<file path="config.mk">
export PLATFORM = sky130hd
export DESIGN_NAME = mc_ctrl
export DESIGN_NICKNAME = d
export VERILOG_FILES = /design/src/rtl/mc_ctrl.sv
export SDC_FILE = /design/constraint.sdc
export NUM_CORES = 1
export LEC_CHECK = 0
export BUFFER_PORTS_ARGS = -buffer_cell sky130_fd_sc_hd__buf_2
export CORE_MARGIN = 4
export CORE_UTILIZATION = 39
export CTS_BUF_LIST = sky130_fd_sc_hd__clkbuf_4
export CTS_CLUSTER_SIZE = 14
export DETAILED_ROUTE_END_ITERATION = 10
export PLACE_DENSITY = 0.95
export SYNTH_ARGS = -nofsm -noshare
export SYNTH_HDL_FRONTEND = slang
export SYNTH_SLANG_ARGS = --single-unit
export TNS_END_PERCENT = 100
</file>
<file path="constraint.sdc">
create_clock -name clk -period 3.15 [get_ports clk]
set_clock_uncertainty 0.05 [all_clocks]
set_input_delay 0.1575 -clock clk [delete_from_list [all_inputs] [get_ports clk]]
set_output_delay 0.1575 -clock clk [all_outputs]
set_load 0.005 [all_outputs]
</file>
<file path="src/rtl/mc_ctrl.sv">
// Multi-cycle control FSM for the MIPS subset datapath (FETCH/DECODE/EXEC/MEM/WB).
// Optional retired-instruction counter enabled by defining MC_INSTR_CNT_EN.
module mc_ctrl #(
    parameter int RESET_STATE_W = 3
) (
    input  logic                     clk,
    input  logic                     reset,
    input  logic [31:0]              instr,
    input  logic                     zero,
    input  logic                     mem_ready,
    output logic                     mem_req,
    output logic                     mem_sel,
    output logic                     PCWr,
    output logic                     IRWr,
    output logic                     RegWr,
    output logic                     MemWr,
    output logic [1:0]               NPCSel,
    output logic [1:0]               EOp,
    output logic [1:0]               ALUOp,
    output logic                     ALUSrc,
    output logic [1:0]               RegDst,
    output logic [1:0]               WDSel,
`ifdef MC_INSTR_CNT_EN
    output logic [31:0]              instr_cnt,
`endif
    output logic [RESET_STATE_W-1:0] state_o
);

    typedef enum logic [RESET_STATE_W-1:0] {
        S_FETCH,
        S_DECODE,
        S_EXEC,
        S_MEM,
        S_WB_ALU,
        S_WB_MEM
    } state_t;

    state_t state_q, state_d;

    logic [5:0] op;
    logic [5:0] funct;
    logic       is_r;
    logic       is_addu, is_subu, is_jr;
    logic       is_ori, is_lw, is_sw, is_beq;
    logic       is_lui, is_j, is_jal;
    logic       to_exec;
    logic       unused_instr;

    assign op    = instr[31:26];
    assign funct = instr[5:0];
    assign unused_instr = ^instr[25:6];

    assign is_r    = (op == 6'b000000);
    assign is_addu = is_r && (funct == 6'b100001);
    assign is_subu = is_r && (funct == 6'b100011);
    assign is_jr   = is_r && (funct == 6'b001000);
    assign is_ori  = (op == 6'b001101);
    assign is_lw   = (op == 6'b100011);
    assign is_sw   = (op == 6'b101011);
    assign is_beq  = (op == 6'b000100);
    assign is_lui  = (op == 6'b001111);
    assign is_j    = (op == 6'b000010);
    assign is_jal  = (op == 6'b000011);

    // Instructions that need an ALU cycle after decode.
    assign to_exec = is_addu | is_subu | is_ori | is_lui
                   | is_lw | is_sw | is_beq;

    always_comb begin
        state_d = state_q;
        mem_req = 1'b0;
        mem_sel = 1'b0;
        PCWr    = 1'b0;
        IRWr    = 1'b0;
        RegWr   = 1'b0;
        MemWr   = 1'b0;
        NPCSel  = 2'd0;
        EOp     = 2'd0;
        ALUOp   = 2'd0;
        ALUSrc  = 1'b0;
        RegDst  = 2'd0;
        WDSel   = 2'd0;

        unique case (1'b1)
            is_ori:  EOp = 2'd1;
            is_lui:  EOp = 2'd2;
            is_beq:  EOp = 2'd3;
            default: EOp = 2'd0;
        endcase

        unique case (state_q)
            S_FETCH: begin
                mem_req = 1'b1;
                if (mem_ready) begin
                    IRWr    = 1'b1;
                    PCWr    = 1'b1;
                    state_d = S_DECODE;
                end
            end
            S_DECODE: begin
                if (is_j || is_jal) begin
                    PCWr    = 1'b1;
                    NPCSel  = 2'd2;
                    state_d = S_FETCH;
                    if (is_jal) begin
                        RegWr  = 1'b1;
                        RegDst = 2'd2;
                        WDSel  = 2'd2;
                    end
                end else if (is_jr) begin
                    PCWr    = 1'b1;
                    NPCSel  = 2'd3;
                    state_d = S_FETCH;
                end else if (to_exec) begin
                    state_d = S_EXEC;
                end else begin
                    state_d = S_FETCH;
                end
            end
            S_EXEC: begin
                state_d = S_FETCH;
                if (is_addu || is_subu) begin
                    ALUOp   = is_subu ? 2'd1 : 2'd0;
                    state_d = S_WB_ALU;
                end else if (is_ori || is_lui) begin
                    ALUOp   = 2'd2;
                    ALUSrc  = 1'b1;
                    state_d = S_WB_ALU;
                end else if (is_lw || is_sw) begin
                    ALUSrc  = 1'b1;
                    state_d = S_MEM;
                end else if (is_beq) begin
                    ALUOp  = 2'd1;
                    PCWr   = zero;
                    NPCSel = 2'd1;
                end
            end
            S_MEM: begin
                mem_req = 1'b1;
                mem_sel = 1'b1;
                ALUSrc  = 1'b1;
                if (is_sw) begin
                    MemWr = 1'b1;
                    if (mem_ready) state_d = S_FETCH;
                end else if (is_lw) begin
                    if (mem_ready) state_d = S_WB_MEM;
                end else begin
                    state_d = S_FETCH;
                end
            end
            S_WB_ALU: begin
                RegWr   = 1'b1;
                RegDst  = is_r ? 2'd1 : 2'd0;
                state_d = S_FETCH;
            end
            S_WB_MEM: begin
                RegWr   = 1'b1;
                WDSel   = 2'd1;
                state_d = S_FETCH;
            end
            default: state_d = S_FETCH;
        endcase

        // Reset silences every enable and select in the same cycle.
        if (reset) begin
            state_d = S_FETCH;
            mem_req = 1'b0;
            mem_sel = 1'b0;
            PCWr    = 1'b0;
            IRWr    = 1'b0;
            RegWr   = 1'b0;
            MemWr   = 1'b0;
            NPCSel  = 2'd0;
            EOp     = 2'd0;
            ALUOp   = 2'd0;
            ALUSrc  = 1'b0;
            RegDst  = 2'd0;
            WDSel   = 2'd0;
        end
    end

    always_ff @(posedge clk) begin
        if (reset) begin
            state_q <= S_FETCH;
        end else begin
            state_q <= state_d;
        end
    end

    assign state_o = state_q;

`ifdef MC_INSTR_CNT_EN
    logic [31:0] cnt_q, cnt_d;

    always_comb begin
        cnt_d = cnt_q;
        if (state_q != S_FETCH && state_d == S_FETCH) begin
            cnt_d = cnt_q + 32'd1;
        end
    end

    always_ff @(posedge clk) begin
        if (reset) begin
            cnt_q <= 32'd0;
        end else begin
            cnt_q <= cnt_d;
        end
    end

    assign instr_cnt = cnt_q;
`endif

endmodule

</file>
### Word level (Yosys, flattened, before mapping)

Index checks and enable logic that the tools add are counted.

| operators by class | value |
|---|---|
| add/sub/neg operators | 0 |
| multiply operators | 0 |
| divide/modulo/power cells | 0 |
| $lt $le $gt $ge | 0 |
| eq/ne operators | 18 |
| shift operators | 0 |
| multiplexer cells | 61 |
| bitwise operators | 6 |
| reduce and logical (&&, ||, !) cells | 12 |

Operators with widths:

| operator | number |
|---|---|
| $mux W2 | 16 |
| $mux W1 | 30 |
| $eq A6 B6 Y1 const B | 4 |
| $mux W3 | 7 |
| $eq A6 B4 Y1 const B | 3 |
| $eq A6 B2 Y1 const B | 2 |
| $pmux W2 S2 | 3 |
| $pmux W3 S4 | 1 |
| $eq A3 B2 Y1 const B | 2 |
| $eq A3 B3 Y1 const B | 2 |
| $eq A6 B3 Y1 const B | 1 |
| $logic_not A6 Y1 | 1 |
| $ne A3 B3 Y1 const B | 2 |
| $or A1 B1 Y1 | 6 |
| $pmux W2 S3 | 1 |
| $logic_or A1 B1 Y1 | 4 |
| $pmux W1 S2 | 2 |
| $reduce_or A2 Y1 | 2 |
| $eq A3 B1 Y1 const B | 1 |
| $logic_and A1 B1 Y1 | 3 |
| $logic_not A3 Y1 | 1 |
| $pmux W1 S3 | 1 |
| $reduce_and A3 Y1 | 1 |
| $ne A2 B2 Y1 const B | 1 |

| word-level totals | value |
|---|---|
| flip-flop bits (word level) | 3 |
| bits in latches | 0 |
| bits in writable memories | 0 |
| memory bits (read-only) | 0 |
| input port bits | 36 |
| output and inout port bits | 20 |
| logic and storage cells | 98 |
| memories kept | 0 |

### Depth between registers and ports, before layout

Gate-level depths: netlist (run 1).

| logic depth | value |
|---|---|
| depth after elaboration | 12 |
| depth in mapped cells | 5 |
| depth with buffers taken out | 4 |

### Worst setup path after synthesis (run 1)

OpenSTA, ideal clock, no wires.

| path | value |
|---|---|
| kind | input -> output |
| from | in instr[27] |
| to | out NPCSel[0] |
| arrival | 1.703 ns |
| data required time | 2.942 ns |
| setup slack | 1.240 ns |
| stages on the path | 5 |
| path buffers | 1 |
| cells stage by stage | buf_6 > or4_4 > or3_4 > a2111o_1 > a21oi_2 |

| on the way | value |
|---|---|
| cells in the longest elaborated chain, start to end | 7 |
| elaborated cells between the ends (all ways) | 23 |
| those cells by class | 7 x eq/ne; 8 x mux; 8 x reduce/logical |

RTL lines:

| element | line | text |
|---|---|---|
| start: declaration | 8 | `input logic [31:0] instr,` |
| $eq A6 B3 Y1 (tied with other cells) | 60 | `assign is_beq = (op == 6'b000100);` |
| $mux W1 / $logic_or A1 B1 Y1 (equally long branches) | 132, 129 |  |
| $mux W1 | 129 | `end else if (is_lw \|\| is_sw) begin` |
| $mux W1 | 125 | `end else if (is_ori \|\| is_lui) begin` |
| $mux W1 | 122 | `if (is_addu \|\| is_subu) begin` |
| $pmux W2 S2 (*) | 91 | `unique case (state_q)` |
| $mux W2 (*) | 165 | `if (reset) begin` |
| end: declaration | 17 | `output logic [1:0] NPCSel,` |

Mark *: on every way between the ends. The rest lies on a longest branch, timed or not.

### Final worst setup path (run 1)

| path | value |
|---|---|
| from | in instr[29] |
| to | out NPCSel[0] |

The elaborated chain is that of the path after synthesis.

==> results of run 1 <==
## layer usage
layer | wire (um) | part of all wire [%]
met1 | 723 | 42
met2 | 826 | 48
met3 | 150 | 8.8
met4 | 6 | 0.35
met5 | 0 | 0
## critical path, stage by stage
cell and delay (ps):
buf_2 170, or4_4 570, or3_4 420, a2111o_1 400
a21oi_2 140, buf_2 130
## Yosys cell counts, types with 2 or more instances
library cell,number,area [um2]
nor4b_1,2,17.5
nand4b_1,2,17.5
and3_1,2,12.5
a21oi_1,7,35.0
nor3_1,6,30.0
nor4_1,3,18.8
inv_1,3,11.3
buf_6,2,22.5
clkbuf_1,4,15.0
nand3_1,2,10.0
dfxtp_1,3,60.1
nand2_1,7,26.3
o21a_1,2,15.0
nand4_1,2,12.5
nand2b_1,5,31.3
or4_4,2,22.5
nor2_1,9,33.8
## worst max path at each step
stage / endpoint / slack [ps] / depth (start not counted)
floorplan: NPCSel[0] / 1240 / 5
global placement: NPCSel[0] / 1000 / 6
detailed placement: NPCSel[0] / 970 / 6
CTS: NPCSel[0] / 970 / 6
global route: NPCSel[0] / 890 / 6
finish: NPCSel[0] / 960 / 6
## logic make-up after synthesis
family	synth area share [%]
DFF	11.0
xor gates and xnor gates	1.60
AOI/OAI and AO/OA	23.3
buffers and inverters	8.92
and+or+nand+nor	55.2
## through the flow
stage | hold slack, ps | util, % | setup WS (ps) | cells | cell area, um2
floorplan | 319 | - | 1240 | 81 | 547
CTS | 184 | 55.7 | 973 | 129 | 733
global route | 213 | 55.7 | 894 | 129 | 733
global placement | 435 | 53.4 | 998 | 125 | 703
finish | 200 | 55.7 | 963 | 129 | 733
detailed placement | 437 | 53.4 | 974 | 125 | 703
## power by group
part | total [mW] | switching, mW | leakage, nW | internal, mW
sequential | 0.0419 | 0.00277 | 0.0244 | 0.0391
combinational | 0.0446 | 0.0256 | 0.307 | 0.0190
clock | 0.0756 | 0.0196 | 0.0184 | 0.0560
## final cells by class
| type | count | area share, % |
|---|---|---|
| Multi-Input combinational cell | 69 | 59.7 |
| Inverter | 3 | 1.54 |
| Clock buffer | 4 | 4.10 |
| Timing Repair Buffer | 35 | 23.9 |
| Sequential cell | 3 | 8.19 |
| Tap cell | 15 | 2.56 |
==> impl_results.md, run 1 <==
* Fmax at 0.457 GHz
* Area grow syn2layout at 34.1%
* CTS tree: done
* Iter 0 DRT Violations at 40
* Final Hold Vio Count at 0
* Critical path data arrival time at 1980 ps
* Vias in the first global route at 599
* Number of flip-flops in the largest register at 3
* Drt first pass iters at 4
* Number of buffers created by CTS at 3
* Die area at 0.00207 mm2
* Hold path startpoint: reset
* Vert. Die Dim at 45.4 um
* Count of cell types in the netlist at 35
* Required time of the critical path at 2940 ps
* Setup CP Type: input pin to primary output
* # DRC at 0
* CTS resizes at 0
* Worst-margin pin slew at 413 ps
* Core area at 0.00132 mm2
* Layout cells sized above 1 at 40.4%
* Type of the worst min-delay path: input pin to register
* ANT cells at 0
* Hold buffers post-CTS at 0
* Pwr dens at 221 mW/mm2
* Crit start category: input pin
* Final setup viols at 0
* Grt total ovfl at 0
* DR vias at 752
* Final period util at 69.4%
* Syn Inst Count at 81
* Cell Area, Synth at 547 um2
* # port buffers at 35
* GRT Util Overall at 17.2%
* Register Area at 60.1 um2
* Initial Util at 41.5%
* I/O Pins at 56
* Pins Over Slew Limit at 0
* Synth warn at 0
* GR Layer Usage met2 at 28.1%
* Reg2reg end: state_o[2]
* Tmin final at 2190 ps
* Synthesis-stage register bit count at 3
* Nets@finish at 151
* TNS Setup at 0 ps
* Clk Latency, worst-skew pair at 230 ps
* Peak supply drop at 173 uV
* Hold Path Sink: state_o[0]
* Maxcap violations at 0
* Area of the multi-input gates at 438 um2
* Width of the die at 45.4 um
* Final WL at 1710 um
* Clk Tree Root Cell: clkbuf_4
* Crit end category: primary output
* Row cnt at 13
* Post-synth EDFFs at 0
* Clock input transition at the sequential cells of the worst setup and hold paths at 30 ps
* Sequential-to-total area share from yosys stat at 11.0%
* RR Startpoint: state_o[0]
* Min-Delay Path Depth at 2
* Postcts setup bufs at 0
* Critical Path Source: instr[29]
* Drt via density at 5.83
* Syn Area/Cell at 6.75 um2
* Most common cell after layout, fill and taps aside: buf_2
* Clock Sink Count at 3
* Setup slack, reg-to-reg at 1860 ps
* Final Power at 0.162 mW
* Async S/R FF share, synth at 0%
* Relative slew slack at 72.5%
* Antenna Nets Post-Route at 0
* RSZ-0062 raised after global routing: no
* Longest Clk Path Bufs at 2
* Initial antenna violation count at 0
* Leakage power at 0.349 nW
* GPL Wtd Cong at 0.784
* Largest net degree at the start of global routing at 14
* Ys flop type: dfxtp_1
* Met3 Usage GRT at 1.58%
* DR WL/cell at 13.2 um
* Post-Syn Nets at 117
* DP Wirelength at 1320 um
* Commonest non-fill, non-tap cells in the layout: 35 x buf_2, 9 x nor2_1, 7 x nand2_1, 7 x a21oi_1, 6 x nor3_1
* Worst-path maximum fanout at 12
* Status: completed
* Most used routing layer: met2
* Global-route wire length before repair at 2670 um
* R2r worst-path depth at 3
* FILL cells at 138
* GRT met1 Usage at 22.9%
* H-tree depth at 1
Note: power is estimated with default switching activity, not from simulation.
==> inputs of run 2 (changes only) <==
--- a/config.mk
+++ b/config.mk
@@ -5,13 +5,14 @@
 export SDC_FILE = /design/constraint.sdc
 export NUM_CORES = 1
 export LEC_CHECK = 0
+export ABC_AREA = 1
 export BUFFER_PORTS_ARGS = -buffer_cell sky130_fd_sc_hd__buf_2
 export CORE_MARGIN = 4
-export CORE_UTILIZATION = 39
+export CORE_UTILIZATION = 33
 export CTS_BUF_LIST = sky130_fd_sc_hd__clkbuf_4
 export CTS_CLUSTER_SIZE = 14
 export DETAILED_ROUTE_END_ITERATION = 10
-export PLACE_DENSITY = 0.95
+export PLACE_DENSITY = 0.89
 export SYNTH_ARGS = -nofsm -noshare
 export SYNTH_HDL_FRONTEND = slang
 export SYNTH_SLANG_ARGS = --single-unit
==> constraint.sdc (replaced) <==
create_clock -name clk -period 1.8 [get_ports clk]
set_clock_uncertainty 0.05 [all_clocks]
set_input_delay 0.09 -clock clk [delete_from_list [all_inputs] [get_ports clk]]
set_output_delay 0.09 -clock clk [all_outputs]
set_load 0.005 [all_outputs]
==> run 2 against run 1 <==
- synthesized cell count rose by 35%
- via count is 10% higher
- critical path depth rose by 1
- sequential cell count is the same
- largest power group unchanged
- clock power up 93%
- highest routed layer unchanged
- wire length up 10%
- final area rose by 9.0%
- first-iteration DRC count up 38%
- total power rose by 95%
- clock-buffer cell count unchanged
- critical path type is now register to primary output
- sequential share of layout area shrank 0.68 points
==> impl_results.md, run 2 <==
* Die area at 0.00249 mm2 (+20%)
* Crit end category: primary output
* Async S/R FF share, synth at 0% (unchanged)
* Worst-path maximum fanout at 5 (-7)
* Global-route wire length before repair at 3000 um (+12%)
* Antenna Nets Post-Route at 0 (unchanged)
* Initial Util at 36.7% (-4.8 points)
* Hold buffers post-CTS at 0 (unchanged)
* Longest Clk Path Bufs at 2 (unchanged)
* Top cells by area, synth: nand2_1 15%, inv_1 14%, nand3_1 13%
* Layout cells sized above 1 at 35.4% (-5.0 points)
* Final Power at 0.315 mW (+95%)
* CTS resizes at 0 (unchanged)
* Largest net degree at the start of global routing at 15 (+1)
* Vert. Die Dim at 49.9 um (+9.7%)
* Ys flop type: dfxtp_1
* Final setup viols at 0 (unchanged)
* Maxcap violations at 0 (unchanged)
* Synth Area in Adders at 0% (unchanged)
* Post-synth EDFFs at 0 (unchanged)
* TNS Setup at 0 ps (unchanged)
* Required time of the critical path at 1660 ps (-1280 ps)
* # DRC at 0 (unchanged)
* Count of cell types in the netlist at 17 (-51%)
* Crit start category: register
* DR vias at 829 (+10%)
* Number of buffers created by CTS at 3 (unchanged)
* Synth Area in Compound Gates at 7.36% (-16 points)
* Row cnt at 14 (+1)
* Clock Sink Count at 3 (unchanged)
* Clk Tree Root Cell: clkbuf_4
* Final Hold Vio Count at 0 (unchanged)
* Status: completed
* Drt first pass iters at 4 (unchanged)
* Pins Over Slew Limit at 0 (unchanged)
* Final period util at 88.9%
* Vias in the first global route at 702 (+17%)
* Synth Area in Simple Gates at 67.3% (+12 points)
* Iter 0 DRT Violations at 55 (+38%)
* ANT cells at 0 (unchanged)
* Type of the worst min-delay path: input pin to register
* Pwr dens at 395 mW/mm2 (+78%)
* FILL cells at 172 (+25%)
* Cell Area, Synth at 578 um2 (+5.7%)
* Synth Area in XOR/XNOR at 0% (-1.6 points)
* Top cells by count, synth: 23 x nand2_1, 22 x inv_1, 16 x nor2_1, 15 x nand3_1, 6 x a21oi_1
* Fmax at 0.625 GHz
* Multiplexer share of the synthesized area at 0% (unchanged)
* Initial antenna violation count at 0 (unchanged)
* Relative slew slack at 79.1% (+6.6 points)
* Post-Syn Nets at 145 (+24%)
* Width of the die at 49.9 um (+9.7%)
* Worst-margin pin slew at 314 ps (-98.9 ps)
* # port buffers at 35 (unchanged)
* Clock input transition at the sequential cells of the worst setup and hold paths at 40 ps (about the same)
* Drt via density at 5.09 (-13%)
* I/O Pins at 56 (unchanged)
* Number of flip-flops in the largest register at 3 (unchanged)
* Clk Latency, worst-skew pair at 250 ps (+20 ps)
* Leakage power at 0.467 nW (+34%)
* Synth area leader: nand2_1
* GRT Util Overall at 15.1% (-2.2 points)
* Most common cell after layout, fill and taps aside: buf_2
* Synthesis-stage register bit count at 3 (unchanged)
* Yosys top cell area share at 14.9% (+4.0 points)
* Grt total ovfl at 0 (unchanged)
* Core area at 0.00158 mm2 (+20%)
* Setup CP Type: register to primary output
* Syn Area/Cell at 5.30 um2 (-21%)
* DP Wirelength at 1510 um (+14%)
* Postcts setup bufs at 0 (unchanged)
* Largest family of logic cells by synthesized area: simple AND/OR/NAND/NOR gates
* Syn Inst Count at 109 (+35%)
* Critical path data arrival time at 1460 ps (-520 ps)
* H-tree depth at 1 (unchanged)
* Most common cell in the synthesized netlist: nand2_1
* DR WL/cell at 11.5 um (-13%)
* Commonest non-fill, non-tap cells in the layout: 35 x buf_2, 23 x nand2_1, 22 x inv_1
* GPL Wtd Cong at 0.846 (+7.9%)
* Tmin final at 1600 ps
* RSZ-0062 raised after global routing: no
* Sequential-to-total area share from yosys stat at 10.4% (-0.59 points)
* CTS tree: done
* Peak supply drop at 314 uV (+82%)
* Final WL at 1880 um (+10%)
* Synth warn at 0 (unchanged)
* Nets@finish at 184 (+22%)
* Area grow syn2layout at 38.3%
## run 2: kinds of logic (layout without fill, tap and decap cells)
logic type,count (synthesis),after routing
simple gates,75,75
buf+inv,23,61
compound gates,8,8
flops,3,3
## run 2: final cells by class
class                      count  area, um2  share of cell area [%]
multi-input combinational     83        432                    54.0
timing repair buffer          35        175                    21.9
inverter                      22       82.6                    10.3
sequential                     3       60.1                    7.51
clock buffer                   4       30.0                    3.76
tap                           16       20.0                    2.50
## run 2: routing by layer
| metal | GRT usage, % | up-vias | wire length, um |
|---|---|---|---|
| met2 | 25.1 | 48 | 920 |
| met1 | 18.6 | 354 | 743 |
| li1 | - | 424 | - |
| met5 | 0 | - | 0 |
| met3 | 3.01 | 3 | 194 |
| met4 | 6.45 | 0 | 21 |
## run 2: worst paths after layout
kind / slack (ps) / depth (start not counted) / endpoint / from
setup reg to reg: 460 / 8 / state_o[1] / state_o[1]
hold reg to reg: 580 / 2 / state_o[0] / state_o[1]
hold / removal: 130 / 2 / state_o[2] / reset
setup / recovery: 200 / 7 / NPCSel[0] / state_o[0]
## run 2: report_power, final
part	total (mW)	switching, mW	leakage (nW)	internal (mW)
Clock	0.146	0.0467	0.0184	0.0988
Combinational	0.0963	0.0600	0.425	0.0363
Sequential	0.0736	0.00441	0.0244	0.0692
## run 2: critical path, cell delays in order (launching register included)
cell and delay, ps:
dfxtp_1 440, inv_1 80, nor2_1 140, nand2_1 90, inv_1 100, nand4_1 110, a21oi_1 140, buf_2 130
## run 2: stage by stage
stage          hold slack [ps]  setup slack (ps)  instances  instance area (um2)  utilization [%]
2_1_floorplan              109               629        109                  578                -
3_3_place_gp               371               504        159                  769             48.8
5_1_grt                    147              89.4        163                  800             50.7
6_report                   128               200        163                  800             50.7
3_5_place_dp               384               490        159                  769             48.8
4_1_cts                    123               216        163                  800             50.7
==> inputs of run 3 (changes only) <==
--- a/config.mk
+++ b/config.mk
@@ -5,10 +5,10 @@
 export SDC_FILE = /design/constraint.sdc
 export NUM_CORES = 1
 export LEC_CHECK = 0
-export ABC_AREA = 1
+export ABC_AREA = 0
 export BUFFER_PORTS_ARGS = -buffer_cell sky130_fd_sc_hd__buf_2
 export CORE_MARGIN = 4
-export CORE_UTILIZATION = 33
+export CORE_UTILIZATION = 32
 export CTS_BUF_LIST = sky130_fd_sc_hd__clkbuf_4
 export CTS_CLUSTER_SIZE = 14
 export DETAILED_ROUTE_END_ITERATION = 10
==> run 3 against run 2 <==
- the run now ends with negative setup slack left
- register-to-register slack better by 60 ps
- utilization is 3.5 points higher
- non-clock buffer count is 11 higher
- sequential share of layout area is 0.40 points lower
==> impl_results.md, run 3 (synthesized netlist as in run 1, its figures left out) <==
* Fin cells at 141 (-13%)
* Tmin final at 1830 ps (+229 ps)
* Drt via density at 5.73 (+13%)
* Fmax at 0.547 GHz (-13%)
* Crit path top cell by count: buf_2
* Grt total ovfl at 0 (unchanged)
* Hold buffers post-CTS at 0 (unchanged)
* Crit end category: primary output
* Antenna Nets Post-Route at 0 (unchanged)
* Relative slew slack at 75.0% (-4.1 points)
* Width of the die at 49.3 um (-1.0%)
* Crit start category: input pin
* Critical Path Source: instr[29]
* Initial antenna violation count at 0 (unchanged)
* Type of the worst min-delay path: input pin to register
* Leakage power at 0.408 nW (-13%)
* Worst-path maximum fanout at 4 (-1)
* Vert. Die Dim at 49.3 um (-1.0%)
* GPL Wtd Cong at 0.861 (+1.8%)
* Final period util at 102% (+13 points)
* Worst-margin pin slew at 372 ps (+58.0 ps)
* Initial Util at 35.1% (-1.6 points)
* Final worst slack at -28.8 ps (-229 ps)
* H-tree depth at 1 (unchanged)
* Hold path startpoint: reset
* Status: complete, but fails checks
* # port buffers at 35 (unchanged)
* Maxcap violations at 0 (unchanged)
* GRT Util Overall at 18.7% (+3.6 points)
* Clk Tree Root Cell: clkbuf_4
* Critical path data arrival time at 1690 ps (+230 ps)
* Vias in the first global route at 808 (+15%)
* Pre-CTS setup slack at -185 ps (-675 ps)
* Number of flip-flops in the largest register at 3 (unchanged)
* Crit-path leading delay family: simple AND/OR/NAND/NOR gates
* Layout cells sized above 1 at 48.0% (+13 points)
* Largest net degree at the start of global routing at 12 (-3)
* Number of buffers created by CTS at 3 (unchanged)
* DR WL/cell at 14.8 um (+28%)
* CP max-delay cell: or4_4
* Final WL at 2080 um (+11%)
* # placed instances at 137 (-14%)
* Violated checks: negative setup slack
* CTS tree: done
* RSZ-0062 raised after global routing: yes
* DR vias at 808 (-2.5%)
* Clock Sink Count at 3 (unchanged)
* Iter 0 DRT Violations at 22 (-60%)
* Postcts setup bufs at 0 (unchanged)
* Die area at 0.00243 mm2 (-2.1%)
* Final Hold Vio Count at 0 (unchanged)
* Most common cell after layout, fill and taps aside: buf_2
* Row cnt at 14 (unchanged)
* Global-route wire length before repair at 3610 um (+20%)
* Peak supply drop at 299 uV (-4.7%)
* Pwr dens at 363 mW/mm2 (-7.9%)
* Final setup viols at 1 (+1)
* Slowest stage delay, CP at 530 ps (+90 ps)
* FILL cells at 156 (-9.3%)
* Clk Latency, worst-skew pair at 230 ps (-20 ps)
* Commonest non-fill, non-tap cells in the layout: 33 x buf_2, 11 x buf_4, 9 x nor2_1
* Clock input transition at the sequential cells of the worst setup and hold paths at 40 ps (about the same)
* RR Startpoint: state_o[1]
* DP Wirelength at 1640 um (+8.4%)
* Setup CP Type: input pin to primary output
* Drt first pass iters at 4 (unchanged)
* Longest Clk Path Bufs at 2 (unchanged)
* TNS Setup at -28.8 ps (-28.8 ps)
* Required time of the critical path at 1660 ps (about the same)
* # DRC at 0 (unchanged)
* Pins Over Slew Limit at 0 (unchanged)
* Nets@finish at 162 (-12%)
* I/O Pins at 56 (unchanged)
* ANT cells at 0 (unchanged)
* Worst Path Buf+Inv at 2 (-1)
* Critical-path cell list: buf_2, or4_4, or3_4, a2111o_1, a21oi_2, buf_2
* Core area at 0.00156 mm2 (-1.1%)
* Area grow syn2layout at 54.5%
==> run 3: worst paths after layout <==
kind | cells past startpoint | end | slack, ps
setup / recovery | 6 | NPCSel[0] | -30
setup reg to reg | 3 | state_o[0] | 520
hold / removal | 2 | state_o[0] | 140
hold reg to reg | 1 | state_o[0] | 560
==> run 3: final cells by class <==
cell class,count,area [um2],area share [%]
Timing Repair Buffer,46,270,32.0
Multi-Input combinational cell,69,453,53.6
Clock buffer,4,30.0,3.56
Inverter,3,11.3,1.33
Tap cell,16,20.0,2.37
Sequential cell,3,60.1,7.11
==> run 3: through the flow <==
step	hold WS (ps)	power (mW)	area [um2]	utilization [%]
2_1_floorplan	251	0.120	547	-
3_3_place_gp	372	0.163	787	50.5
3_5_place_dp	374	0.168	787	50.5
4_1_cts	124	0.308	827	53.0
5_1_grt	156	0.331	845	54.2
6_report	135	0.307	845	54.2
==> run 3: timing repair <==
| item | in CTS | in global routing |
|---|---|---|
| endpoints found under the setup margin | 2 | 5 |
| gates resized for setup | 2 | 4 |
| pin swaps | 4 | 1 |
==> run 3: report_power, final <==
group / internal [mW] / switching (mW)
logic: 0.0488 / 0.0542
clock network: 0.0981 / 0.0349
registers: 0.0684 / 0.00256
total: 0.215 / 0.0917
==> run 3: per-layer routing <==
metal	wire, um	GRT usage [%]	share of wire, %	vias up
li1	-	-	-	397
met1	816	21.7	39	373
met2	1100	32.4	53	30
met3	105	5.81	5.0	8
met4	55	5.69	2.6	0
met5	0	0	0	-
